`src/rtl/alu_seq.sv`:
```
// Handshaked sequential ALU: single-cycle logic/arith ops, iterative shift-add MUL.
// Results and flags are registered and held until the consumer asserts out_ready.
module alu_seq #(
  parameter int unsigned WIDTH  = 16,
  parameter bit          MUL_EN = 1'b1
) (
  input  logic             clk,
  input  logic             reset_n,
  input  logic             in_valid,
  output logic             in_ready,
  input  logic [2:0]       op,
  input  logic [WIDTH-1:0] x,
  input  logic [WIDTH-1:0] y,
  output logic             out_valid,
  input  logic             out_ready,
  output logic [WIDTH-1:0] z,
  output logic             zero,
  output logic             carry,
  output logic             ovf,
  output logic             err,
  output logic             busy
);

  typedef enum logic [2:0] {
    OP_ADD = 3'd0, OP_SUB = 3'd1, OP_AND = 3'd2, OP_OR  = 3'd3,
    OP_XOR = 3'd4, OP_SLT = 3'd5, OP_SHR = 3'd6, OP_MUL = 3'd7
  } op_e;

  typedef enum logic [1:0] {S_IDLE, S_BUSY, S_DONE} state_e;

  localparam int unsigned      CNT_W    = (WIDTH > 2) ? $clog2(WIDTH) : 1;
  localparam logic [CNT_W-1:0] CNT_LAST = CNT_W'(WIDTH - 1);
  localparam logic [WIDTH-1:0] SH_LIM   = WIDTH'(WIDTH);

  state_e r_state, w_state_next;

  logic [WIDTH-1:0]   r_z;
  logic               r_zero, r_carry, r_ovf, r_err;
  logic [2*WIDTH-1:0] r_mcand, r_acc;
  logic [WIDTH-1:0]   r_mplier;
  logic [CNT_W-1:0]   r_cnt;

  logic               w_accept, w_start_mul, w_last;
  logic [WIDTH:0]     w_sum, w_diff;
  logic [WIDTH-1:0]   w_z;
  logic               w_carry, w_ovf, w_err;
  logic [2*WIDTH-1:0] w_acc_next;

  assign in_ready    = (r_state == S_IDLE) || ((r_state == S_DONE) && out_ready);
  assign w_accept    = in_valid && in_ready;
  assign w_start_mul = w_accept && (op == OP_MUL) && MUL_EN;
  assign w_last      = (r_state == S_BUSY) && (r_cnt == CNT_LAST);

  assign out_valid = (r_state == S_DONE);
  assign busy      = (r_state == S_BUSY);
  assign z         = r_z;
  assign zero      = r_zero;
  assign carry     = r_carry;
  assign ovf       = r_ovf;
  assign err       = r_err;

  always_ff @(posedge clk or negedge reset_n) begin
    if (!reset_n) r_state <= S_IDLE;
    else          r_state <= w_state_next;
  end

  always_comb begin
    w_state_next = r_state;
    case (r_state)
      S_IDLE, S_DONE: begin
        if (w_accept)                          w_state_next = w_start_mul ? S_BUSY : S_DONE;
        else if (r_state == S_DONE && out_ready) w_state_next = S_IDLE;
      end
      S_BUSY:  if (r_cnt == CNT_LAST) w_state_next = S_DONE;
      default: w_state_next = S_IDLE;
    endcase
  end

  // Extra top bit of the difference is the unsigned borrow (x < y).
  assign w_sum  = {1'b0, x} + {1'b0, y};
  assign w_diff = {1'b0, x} - {1'b0, y};

  always_comb begin
    w_z     = '0;
    w_carry = 1'b0;
    w_ovf   = 1'b0;
    w_err   = 1'b0;
    case (op)
      OP_ADD: begin
        w_z     = w_sum[WIDTH-1:0];
        w_carry = w_sum[WIDTH];
        w_ovf   = (x[WIDTH-1] == y[WIDTH-1]) && (w_sum[WIDTH-1] != x[WIDTH-1]);
      end
      OP_SUB: begin
        w_z     = w_diff[WIDTH-1:0];
        w_carry = w_diff[WIDTH];
        w_ovf   = (x[WIDTH-1] != y[WIDTH-1]) && (w_diff[WIDTH-1] != x[WIDTH-1]);
      end
      OP_AND:  w_z = x & y;
      OP_OR:   w_z = x | y;
      OP_XOR:  w_z = x ^ y;
      OP_SLT:  w_z = {{(WIDTH-1){1'b0}}, ($signed(x) < $signed(y))};
      OP_SHR:  w_z = (y >= SH_LIM) ? '0 : (x >> y);
      OP_MUL:  w_err = !MUL_EN;
      default: w_z = '0;
    endcase
  end

  assign w_acc_next = r_acc + (r_mplier[0] ? r_mcand : '0);

  always_ff @(posedge clk or negedge reset_n) begin
    if (!reset_n) begin
      r_z      <= '0;
      r_zero   <= 1'b0;
      r_carry  <= 1'b0;
      r_ovf    <= 1'b0;
      r_err    <= 1'b0;
      r_mcand  <= '0;
      r_acc    <= '0;
      r_mplier <= '0;
      r_cnt    <= '0;
    end else if (w_start_mul) begin
      r_mcand  <= {{WIDTH{1'b0}}, x};
      r_mplier <= y;
      r_acc    <= '0;
      r_cnt    <= '0;
    end else if (w_accept) begin
      r_z     <= w_z;
      r_zero  <= (w_z == '0);
      r_carry <= w_carry;
      r_ovf   <= w_ovf;
      r_err   <= w_err;
    end else if (r_state == S_BUSY) begin
      // One multiplier bit per cycle, LSB first; multiplicand advances one weight.
      r_acc    <= w_acc_next;
      r_mcand  <= r_mcand << 1;
      r_mplier <= r_mplier >> 1;
      r_cnt    <= r_cnt + CNT_W'(1);
      if (w_last) begin
        r_z     <= w_acc_next[WIDTH-1:0];
        r_zero  <= (w_acc_next[WIDTH-1:0] == '0);
        r_carry <= 1'b0;
        r_ovf   <= |w_acc_next[2*WIDTH-1:WIDTH];
        r_err   <= 1'b0;
      end
    end
  end

endmodule
```
`config.mk`:
```
export PLATFORM = sky130hd
export DESIGN_NAME = alu_seq
export DESIGN_NICKNAME = d
export VERILOG_FILES = /design/src/rtl/alu_seq.sv
export SDC_FILE = /design/constraint.sdc
export NUM_CORES = 1
export LEC_CHECK = 0
export CAP_MARGIN = 40
export CELL_PAD_IN_SITES_DETAIL_PLACEMENT = 1
export CELL_PAD_IN_SITES_GLOBAL_PLACEMENT = 2
export CORE_AREA = 3 3 197 151
export DETAILED_ROUTE_END_ITERATION = 16
export DIE_AREA = 0 0 200 154
export PLACE_DENSITY = 0.88
export SYNTH_ARGS = -nofsm -noshare
export SYNTH_HDL_FRONTEND = slang
export SYNTH_SLANG_ARGS = --single-unit
```
`constraint.sdc`:
```
create_clock -name clk -period 3.5 [get_ports clk]
set_input_delay 1.05 -clock clk [delete_from_list [all_inputs] [get_ports clk]]
set_output_delay 1.05 -clock clk [all_outputs]
set_load 0.01 [all_outputs]
```
==> flow_summary.yaml, run 1 <==
status:
  status: "finished with violations"
  violations: "negative setup slack"
worst_hold_path:
  holdPathStages: 2
  min_to: "r_mplier[4]"
  hold_class: "flip-flop to flip-flop"
  worstHoldStart: "r_mplier[4]"
setup_path:
  worstPathCellList: "buf_8 > buf_8 > ha_4 > inv_4 > fa_2 > nor2b_4 > o21ai_2 > a211o_4 > a211oi_4 > nor3_2 > o31a_1 > buf_4 > o211ai_1 > a31oi_1 > a41o_1 > o21a_1 > o21ai_1"
  rr_endpoint: "ovf"
  cpMaxStageDelayCell: "a211o_4"
  cp_max_fo: 6
  r2r-start: "r_mplier[0]"
  start_kind: "input pin"
  path_common_cell: "buf_8"
  worstSetupPathType: "input pin to flip-flop"
  reg2reg_slack_ns: -0.17
  end_kind: "flip-flop"
  path_delay_family: "compound AO/OA/AOI/OAI gates"
  critPathMaxStageDelay_ns: 0.37
  critPathArrivalTime_ns: 3.98
  path_buf_inv: 4
  required_ns: 3.79
  r2r_cells: 16
timing:
  tightest_slew_ns: 0.7798
  finalClockSkew_ns: 0.003568
  fin_crit_sh_pct: 105.2
  rsz0062_at_grt: "true"
  clock.fmax_mhz: 271.7
  hold_viol_final: 0
  setup_violations: 8
  setup_ws_ns: -0.1811
  relSlewSlack_pct: 48.01
  finalCriticalPeriod_ns: 3.681
  drv_slew: 0
floorplanning:
  rows: 53
  floorplan.initialDensity_pct: 32.89
  io_pins: 62
  coreArea_um2: 27920
  dieArea_um2: 30800
  die_x_um: 200
  die_h_um: 154
detailed_routing:
  first_pass_iters: 5
  wl_per_cell_um: 22.36
  drc: 0
  vias: 10501
  wirelength_um: 41210
  vias_per_cell: 5.698
  drt_iter0_markers: 887
  drtAntennaViolNets: 0
synthesis:
  yosys-mux-area-fraction_pct: 5.724
  syn_area_um2: 9181
  synth-compound-area-share_pct: 25.31
  synth_fa_ha_area_share_pct: 11.83
  async_reset_ff_share_pct: 100.0
  synth_edf_count: 0
  synth_fp_nets: 1252
  synth_top_family_by_area: "compound AO/OA/AOI/OAI gates"
  yosys.area_share.simple_pct: 19.27
  seq_area_frac_synth_pct: 28.62
  synth.avg_cell_area_um2: 8.139
  ys_types: 80
  synth-main-ff-cell: "dfrtp_1"
  ys_ff_latch: 105
  synthCells: 1128
  ys_warn_count: 0
  yosys.area_share.xor_xnor_pct: 3.816
finish:
  fin_nets: 1577
  layout-drive-gt1-share_pct: 31.48
  multi_input_area_um2: 6620
  fillCellCount: 3320
  area_growth_pct: 45.09
  seqCellArea_um2: 2628
  diodes: 0
clock_network:
  clk_pin_slew_ns: 0.07
  cts_buffers: 9
  max-clock-path-buffers: 2
  cts_root_buffer: "clkbuf_16"
  insertion_delay_ns: 0.36
  cts_tree: "built"
  clock-sinks: 105
  h-tree-depth: 3
placement:
  port-buffer-count: 60
  dpl.hpwl_um: 30500
  preCtsSetupSlack_ns: -1.137
  finalWeightedCongestion: 0.9923
global_route:
  grt_pass1_vias: 10787
  grt_pass1_wl_um: 62900
  grt-ovfl-total: 0
  track_usage_pct: 26.30
  antenna_found_initial: 1
  grt_max_degree: 63
power_and_ir_drop:
  ir_drop_v: 0.0002696
  p_int_mw: 4.032
  p_switching_mw: 2.790
  power.total_mw: 6.823
  switching_share_pct: 40.90
  clkPwrFrac_pct: 15.6
  comb_power_share_pct: 54.4
  powerDensity_nw_per_um2: 512.1
  leakage_nw: 6.232
  seq_power_share_pct: 30.0
run:
  timing.max_cap.violations: 0
[repair_timing]
action,in CTS,in global routing
setup endpoints to repair,20,18
pin swaps,52,40
gates cloned,0,0
hold buffers,0,0
buffers inserted,21,9
gates resized for setup,133,55
[worst reg2reg max path: cells and delay by family, from the launching register on]
family          cells  cell delay, ns
fa+ha+maj           1            0.30
compound gates      4            0.86
xor+xnor            1            0.22
buf+inv             4            0.56
simple gates        6            1.20
flops               1            0.40
[kinds of logic (layout without fill, tap and decap cells)]
kind of cell,Yosys count,count (layout)
AND/OR/NAND/NOR,391,391
AO/OA/AOI/OAI,347,347
buffers and inverters,126,456
flip-flops,105,105
adder cells (fa/ha/maj),85,85
XOR/XNOR,40,40
multiplexers,33,33
other,1,1
[final cells by class]
class                   count  area share, %
clock buffers              12          1.850
clock inverters             4         0.3945
inverters                  63          2.010
multi-input cells         897          49.69
flip-flops and latches    105          19.72
well taps                 385          3.616
repair buffers            377          22.71
[through the flow]
step                      hold slack, ns  util (%)  instance area, um2  std cells  setup TNS, ns
after floorplan                   0.4463         -                9315       1128        -0.7163
after global placement            0.4586     44.17               12330       1799         -11.82
after detailed placement          0.4686     44.17               12330       1799         -14.41
after CTS                         0.4860     46.76               13050       1836        -0.8802
after global routing              0.5104     47.72               13320       1843         -2.309
final                             0.4850     47.72               13320       1843        -0.9705
[per-layer routing]
metal / GRT usage (%) / vias to the layer above / wire, um
met4: 6.277 / 2 / 870
met5: 0 / - / 13
met3: 4.710 / 79 / 3065
li1: - / 4721 / -
met1: 38.38 / 5277 / 18760
met2: 40.31 / 422 / 18500
[registers in the layout, summed over array words and instances, names as in the netlist, 2 cells and up]
name	count
r_acc	32
r_mcand	32
r_mplier	16
z	16
r_cnt	4
r_state	2
[power groups by stage]
stage | Sequential, mW | Clock [mW] | Combinational [mW]
after floorplan | 1.96 | 0 | 1.68
after global placement | 2.00 | 0 | 3.21
after detailed placement | 2.04 | 0 | 3.35
after CTS | 2.02 | 1.08 | 3.50
after global routing | 2.09 | 1.14 | 4.03
final | 2.04 | 1.07 | 3.71
[placed cells by master (no fill, tap or decap), drive strengths merged, types with 15 or more instances in the layout]
master / instances
buf: 327
a21oi: 72
xnor2: 25
and2: 36
nor2: 66
inv: 60
dfrtp: 105
clkdlybuf4s50: 34
ha: 82
nor3: 22
o22ai: 24
mux2i: 15
nand2: 201
xor2: 15
o21ai: 80
a22oi: 36
[worst max-delay path by stage]
stage	end	cells past startpoint	start	slack (ns)
2_1_floorplan	ovf	13	y[6]	-0.28
3_3_place_gp	zero	14	y[0]	-1.0
3_5_place_dp	zero	16	y[0]	-1.14
4_1_cts	z[15]	14	y[6]	-0.21
5_1_grt	zero	18	y[0]	-0.34
6_report	z[12]	17	y[0]	-0.18
[cell usage after synthesis (all sizes together) (4+ instances only)]
library cell | count | area (um2)
nand2 | 201 | 754.5
dfrtp | 105 | 2628
ha | 82 | 1026
o21ai | 80 | 400.4
a21oi | 72 | 364.1
nor2 | 66 | 250.2
inv | 61 | 229.0
clkbuf | 52 | 195.2
a22oi | 36 | 270.3
and2 | 36 | 225.2
xnor2 | 25 | 219.0
o22ai | 24 | 150.1
nor3 | 22 | 110.1
mux2i | 15 | 150.1
xor2 | 15 | 131.4
a211oi | 14 | 105.1
nand3 | 14 | 70.07
a21o | 13 | 97.59
mux4 | 13 | 319.1
o211ai | 12 | 90.09
buf | 11 | 63.81
o21bai | 10 | 75.07
nand4 | 9 | 56.30
a31oi | 8 | 56.30
a22o | 7 | 61.31
a221oi | 6 | 76.32
and3 | 6 | 37.54
nor4 | 6 | 37.54
o31ai | 6 | 45.04
a221o | 5 | 50.05
mux2 | 5 | 56.30
nor2b | 5 | 31.28
o221ai | 5 | 43.79
or3 | 5 | 31.28
a211o | 4 | 35.03
a21boi | 4 | 30.03
a222oi | 4 | 40.04
nand2b | 4 | 25.02
nor4b | 4 | 35.03
o2111ai | 4 | 35.03
o21a | 4 | 30.03
or4 | 4 | 30.03
No activity file was read; power rests on OpenSTA's default activity.
==> run 2: changes to the inputs <==
TNS_END_PERCENT = 20   (was default)
==> flow_summary.yaml, run 2 (synthesized netlist as in run 1, its figures left out) <==
power_and_ir_drop:
  p_int_mw: 3.929
  ir_drop_v: 0.0002518
  comb_power_share_pct: 53.6
  switching_share_pct: 42.02
  power.total_mw: 6.777
  seq_power_share_pct: 30.1
  clkPwrFrac_pct: 16.3
  p_switching_mw: 2.848
  leakage_nw: 6.213
  powerDensity_nw_per_um2: 511.1
clock_network:
  cts_tree: "built"
  cts_root_buffer: "clkbuf_16"
  h-tree-depth: 3
  postCtsHoldBufs: 0
  clock-sinks: 105
  insertion_delay_ns: 0.36
  clk_pin_slew_ns: 0.08
  cts_buffers: 9
  max-clock-path-buffers: 2
setup_path:
  path_buf_inv: 2
  r2r_cells: 16
  critPathArrivalTime_ns: 3.94
  cpMaxStageDelayCell: "dfrtp_2"
  end_kind: "flip-flop"
  path_common_cell: "buf_4"
  worstPathCellList: "and2_1 > ha_2 > fa_2 > a21oi_2 > o211ai_1 > buf_4 > a41oi_2 > o21ai_2 > o22ai_2 > xor2_2 > nor4bb_4 > buf_4 > nand4_1 > nor4b_2 > and4b_1 > a31oi_1"
  path_depth: 16
  r2r-start: "r_mplier[0]"
  worstSetupPathType: "flip-flop to flip-flop"
  start_kind: "flip-flop"
  critPathMaxStageDelay_ns: 0.45
  rr_endpoint: "ovf"
  required_ns: 3.74
  path_delay_family: "simple AND/OR/NAND/NOR gates"
  reg2reg_slack_ns: -0.20
  cp_max_fo: 4
global_route:
  grt-ovfl-total: 0
  grt_max_degree: 63
  grt_pass1_wl_um: 62940
  antenna_found_initial: 0
  grt_pass1_vias: 10959
  track_usage_pct: 25.90
timing:
  finalCriticalPeriod_ns: 3.704
  fin_crit_sh_pct: 105.8
  relSlewSlack_pct: 48.15
  hold_viol_final: 0
  setup_ws_ns: -0.2038
  setup_violations: 9
  drv_slew: 0
  tightest_slew_ns: 0.7777
  rsz0062_at_grt: "true"
  finalClockSkew_ns: 0.01410
  clock.fmax_mhz: 270.0
detailed_routing:
  drc: 0
  first_pass_iters: 6
  wl_per_cell_um: 22.90
  vias_per_cell: 5.813
  vias: 10602
  drt_iter0_markers: 953
  wirelength_um: 41780
  drtAntennaViolNets: 0
worst_hold_path:
  holdPathStages: 2
  min_to: "r_mplier[14]"
  hold_class: "flip-flop to flip-flop"
  worstHoldStart: "r_mplier[14]"
finish:
  layout-drive-gt1-share_pct: 31.41
  final_cell_mix: "284 x buf_4, 198 x nand2_1, 104 x dfrtp_1, 67 x ha_1, 66 x o21ai_0"
  diodes: 0
  reg_top3: "r_acc (32), r_mcand (32)"
  area_growth_pct: 44.43
  layout_commonest_cell: "buf_4"
  fin_nets: 1558
floorplanning:
  rows: 53
  io_pins: 62
  die_x_um: 200
  dieArea_um2: 30800
  die_h_um: 154
  coreArea_um2: 27920
  floorplan.initialDensity_pct: 32.89
placement:
  dpl.hpwl_um: 30330
  finalWeightedCongestion: 1.004
  port-buffer-count: 60
  preCtsSetupSlack_ns: -1.231
status:
  status: "finished with violations"
  violations: "negative setup slack"
run:
  timing.max_cap.violations: 0
run 2: cell count changes in the layout (fill, tap and decap cells not counted), moves of 4 or more:
cell,previous run,this run
o21ai_0,62,66
o21ai_1,14,8
inv_6,0,4
buf_4,304,284
buf_2,5,1
a21oi_2,5,9
buf_6,13,18
run 2: worst min-delay path, cell delays in order (launching register included):
cell and delay (ns):
dfrtp_1 0.35, nand2_1 0.05, nand2_1 0.06
run 2: layout make-up:
cell class                      instances  area (um2)
Clock buffer                            9       225.2
Clock inverter                          7       85.08
Fill cell                            3287       14660
Inverter                               63       272.8
Multi-Input combinational cell        897        6636
Sequential cell                       105        2629
Tap cell                              385       481.7
Timing Repair Buffer                  358        2930
run 2: how the worst max path moves through the flow:
| stage | from | endpoint |
|---|---|---|
| final | r_mplier[0] | ovf |
| after global placement | y[6] | zero |
| after global routing | r_mplier[0] | ovf |
| after floorplan | y[6] | ovf |
| after CTS | y[6] | ovf |
| after detailed placement | y[5] | zero |
run 2: repair_timing:
action                                  CTS  global route
setup buffers                            12             8
gates cloned                              1             0
pin swaps                                39            47
endpoints found under the setup margin   21            20
resized for setup                       122           105
run 2: power by group through the flow:
| stage | Clock, mW | Sequential, mW | Combinational [mW] |
|---|---|---|---|
| after global routing | 1.17 | 2.09 | 3.93 |
| after floorplan | 0 | 1.96 | 1.67 |
| after global placement | 0 | 2.01 | 3.11 |
| after CTS | 1.12 | 2.03 | 3.39 |
| after detailed placement | 0 | 2.04 | 3.25 |
| final | 1.11 | 2.04 | 3.63 |
run 2: per-layer routing:
metal	GRT usage [%]	share of wire (%)	routed length, um
met1	37.94	45	18790
met3	3.636	6.7	2808
met5	0	0	0
met2	40.00	45	18930
met4	6.775	3.0	1248
run 2: through the flow:
stage          setup TNS, ns  instances  cell area [um2]  hold slack, ns  util [%]
6_report             -0.9336       1824            13260          0.4860     47.50
5_1_grt               -2.405       1824            13260          0.5151     47.50
3_5_place_dp          -14.68       1788            12190          0.4698     43.67
4_1_cts               -1.222       1817            12840          0.4887     45.98
2_1_floorplan         -1.208       1128             9256          0.4463         -
3_3_place_gp          -11.91       1788            12190          0.4589     43.67
==> run 3: changes to the inputs <==
CORE_AREA = 2 2 188 144   (was 3 3 197 151)
DIE_AREA = 0 0 190 146   (was 0 0 200 154)
DONT_BUFFER_PORTS = 1   (was default)
PLACE_DENSITY = 0.87   (was 0.88)
==> flow_summary.yaml, run 3 (synthesized netlist as in run 1, its figures left out) <==
detailed_routing:
  drtAntennaViolNets: 0
  vias_per_cell: 5.831
  first_pass_iters: 5
  drt_iter0_markers: 773
  wl_per_cell_um: 22.20
  drc: 0
  wirelength_um: 35440
  vias: 9306
power_and_ir_drop:
  power.total_mw: 6.185
  leakage_nw: 5.250
  ir_drop_v: 0.0002584
  powerDensity_nw_per_um2: 545.6
finish:
  fin_cells: 1596
  fin_nets: 1371
  layout_commonest_cell: "nand2_1"
  multi_input_area_um2: 6422
  layout-drive-gt1-share_pct: 21.57
  reg_top3: "r_acc (32), r_mcand (32)"
  final_cell_mix: "200 x nand2_1, 169 x buf_4, 105 x dfrtp_1, 74 x ha_1, 68 x o21ai_0"
  area_growth_pct: 23.45
  fillCellCount: 3046
  diodes: 0
  seqCellArea_um2: 2628
floorplanning:
  die_h_um: 146
  floorplan.initialDensity_pct: 35.70
  rows: 51
  dieArea_um2: 27740
  die_x_um: 190
  coreArea_um2: 25720
  io_pins: 62
clock_network:
  insertion_delay_ns: 0.38
  cts_tree: "built"
  cts_buffers: 9
  max-clock-path-buffers: 2
  cts_root_buffer: "clkbuf_16"
  clock-sinks: 105
  clk_pin_slew_ns: 0.08
  h-tree-depth: 3
  postCtsHoldBufs: 0
placement:
  finalWeightedCongestion: 0.9117
  port-buffer-count: 0
  dp.cells: 1577
  dpl.hpwl_um: 26900
setup_path:
  worstSetupPathType: "input pin to flip-flop"
  end_kind: "flip-flop"
  cp_max_fo: 23
  start_kind: "input pin"
  critPathArrivalTime_ns: 3.82
  required_ns: 3.81
timing:
  drv_slew: 0
  setup_violations: 1
  relSlewSlack_pct: 46.76
  fin_crit_sh_pct: 100.3
  clock.fmax_mhz: 284.8
  rsz0062_at_grt: "true"
  tightest_slew_ns: 0.7986
  setup_ws_ns: -0.01070
  finalCriticalPeriod_ns: 3.511
  finalClockSkew_ns: 0.008090
  hold_viol_final: 0
global_route:
  grt_max_degree: 106
  grt-ovfl-total: 0
  grt_pass1_vias: 9575
  track_usage_pct: 25.93
  grt_pass1_wl_um: 56030
  antenna_found_initial: 0
status:
  status: "finished with violations"
  violations: "negative setup slack"
run:
  timing.max_cap.violations: 0
worst_hold_path:
  hold_class: "input pin to asynchronous set/reset pin"
run 3: final timing paths:
check                              endpoint         from  depth (start not counted)  slack (ns)
min in group clk                r_mplier[6]  r_mplier[6]                          2        0.48
worst min register to register  r_mplier[6]  r_mplier[6]                          2        0.48
max in group asynchronous       r_mcand[22]      reset_n                          0        2.90
worst min-delay path               r_acc[5]      reset_n                          0        0.37
worst max-delay path                   zero         y[0]                         14       -0.01
worst max register to register          ovf  r_mplier[0]                         15        0.08
run 3: layer usage:
layer,global-route usage (%),wire length [um],vias to the layer above
li1,-,-,4309
met1,37.71,17110,4686
met2,37.39,14840,267
met3,7.162,2707,44
met4,7.054,775,0
met5,0,0,-
run 3: stage by stage:
step	utilization [%]	instance area, um2	hold slack (ns)	worst slack [ns]	TNS, ns
CTS	43.34	11140	0.3575	-0.002480	-0.002480
floorplan	-	9256	0.4463	-0.2754	-1.208
global route	44.08	11330	0.3518	-0.1518	-0.4826
finish	44.08	11330	0.3679	-0.01070	-0.01070
global placement	41.63	10710	0.4600	-0.4316	-3.770
detailed placement	41.63	10710	0.4640	-0.5243	-4.796
run 3: final cells by class:
cell class,count,share of cell area (%)
Timing Repair Buffer,171,11.55
Clock buffer,9,1.987
Tap cell,344,3.797
Inverter,63,2.296
Multi-Input combinational cell,897,56.66
Sequential cell,105,23.18
Clock inverter,7,0.5299
run 3: critical path, cell delays in order:
cell       delay [ns]
ha_1             0.21
fa_1             0.38
a21o_1           0.19
a21o_1           0.21
buf_4            0.14
a32o_1           0.24
nand2_1          0.06
o2111ai_1        0.15
nor4_1           0.34
and3_1           0.21
and4_1           0.18
and4_1           0.22
nand4_1          0.09
o21ai_1          0.13
run 3: power by group:
part	internal, mW	switching (mW)	total (mW)	leakage, nW
registers	1.68	0.403	2.09	1.37
logic	1.41	1.64	3.05	3.74
clock network	0.497	0.551	1.05	0.142
run 3: timing repair:
action,in CTS,in global routing
gates resized for setup,28,41
buffers inserted,2,1
pin swaps,21,21
setup endpoints to repair,11,13
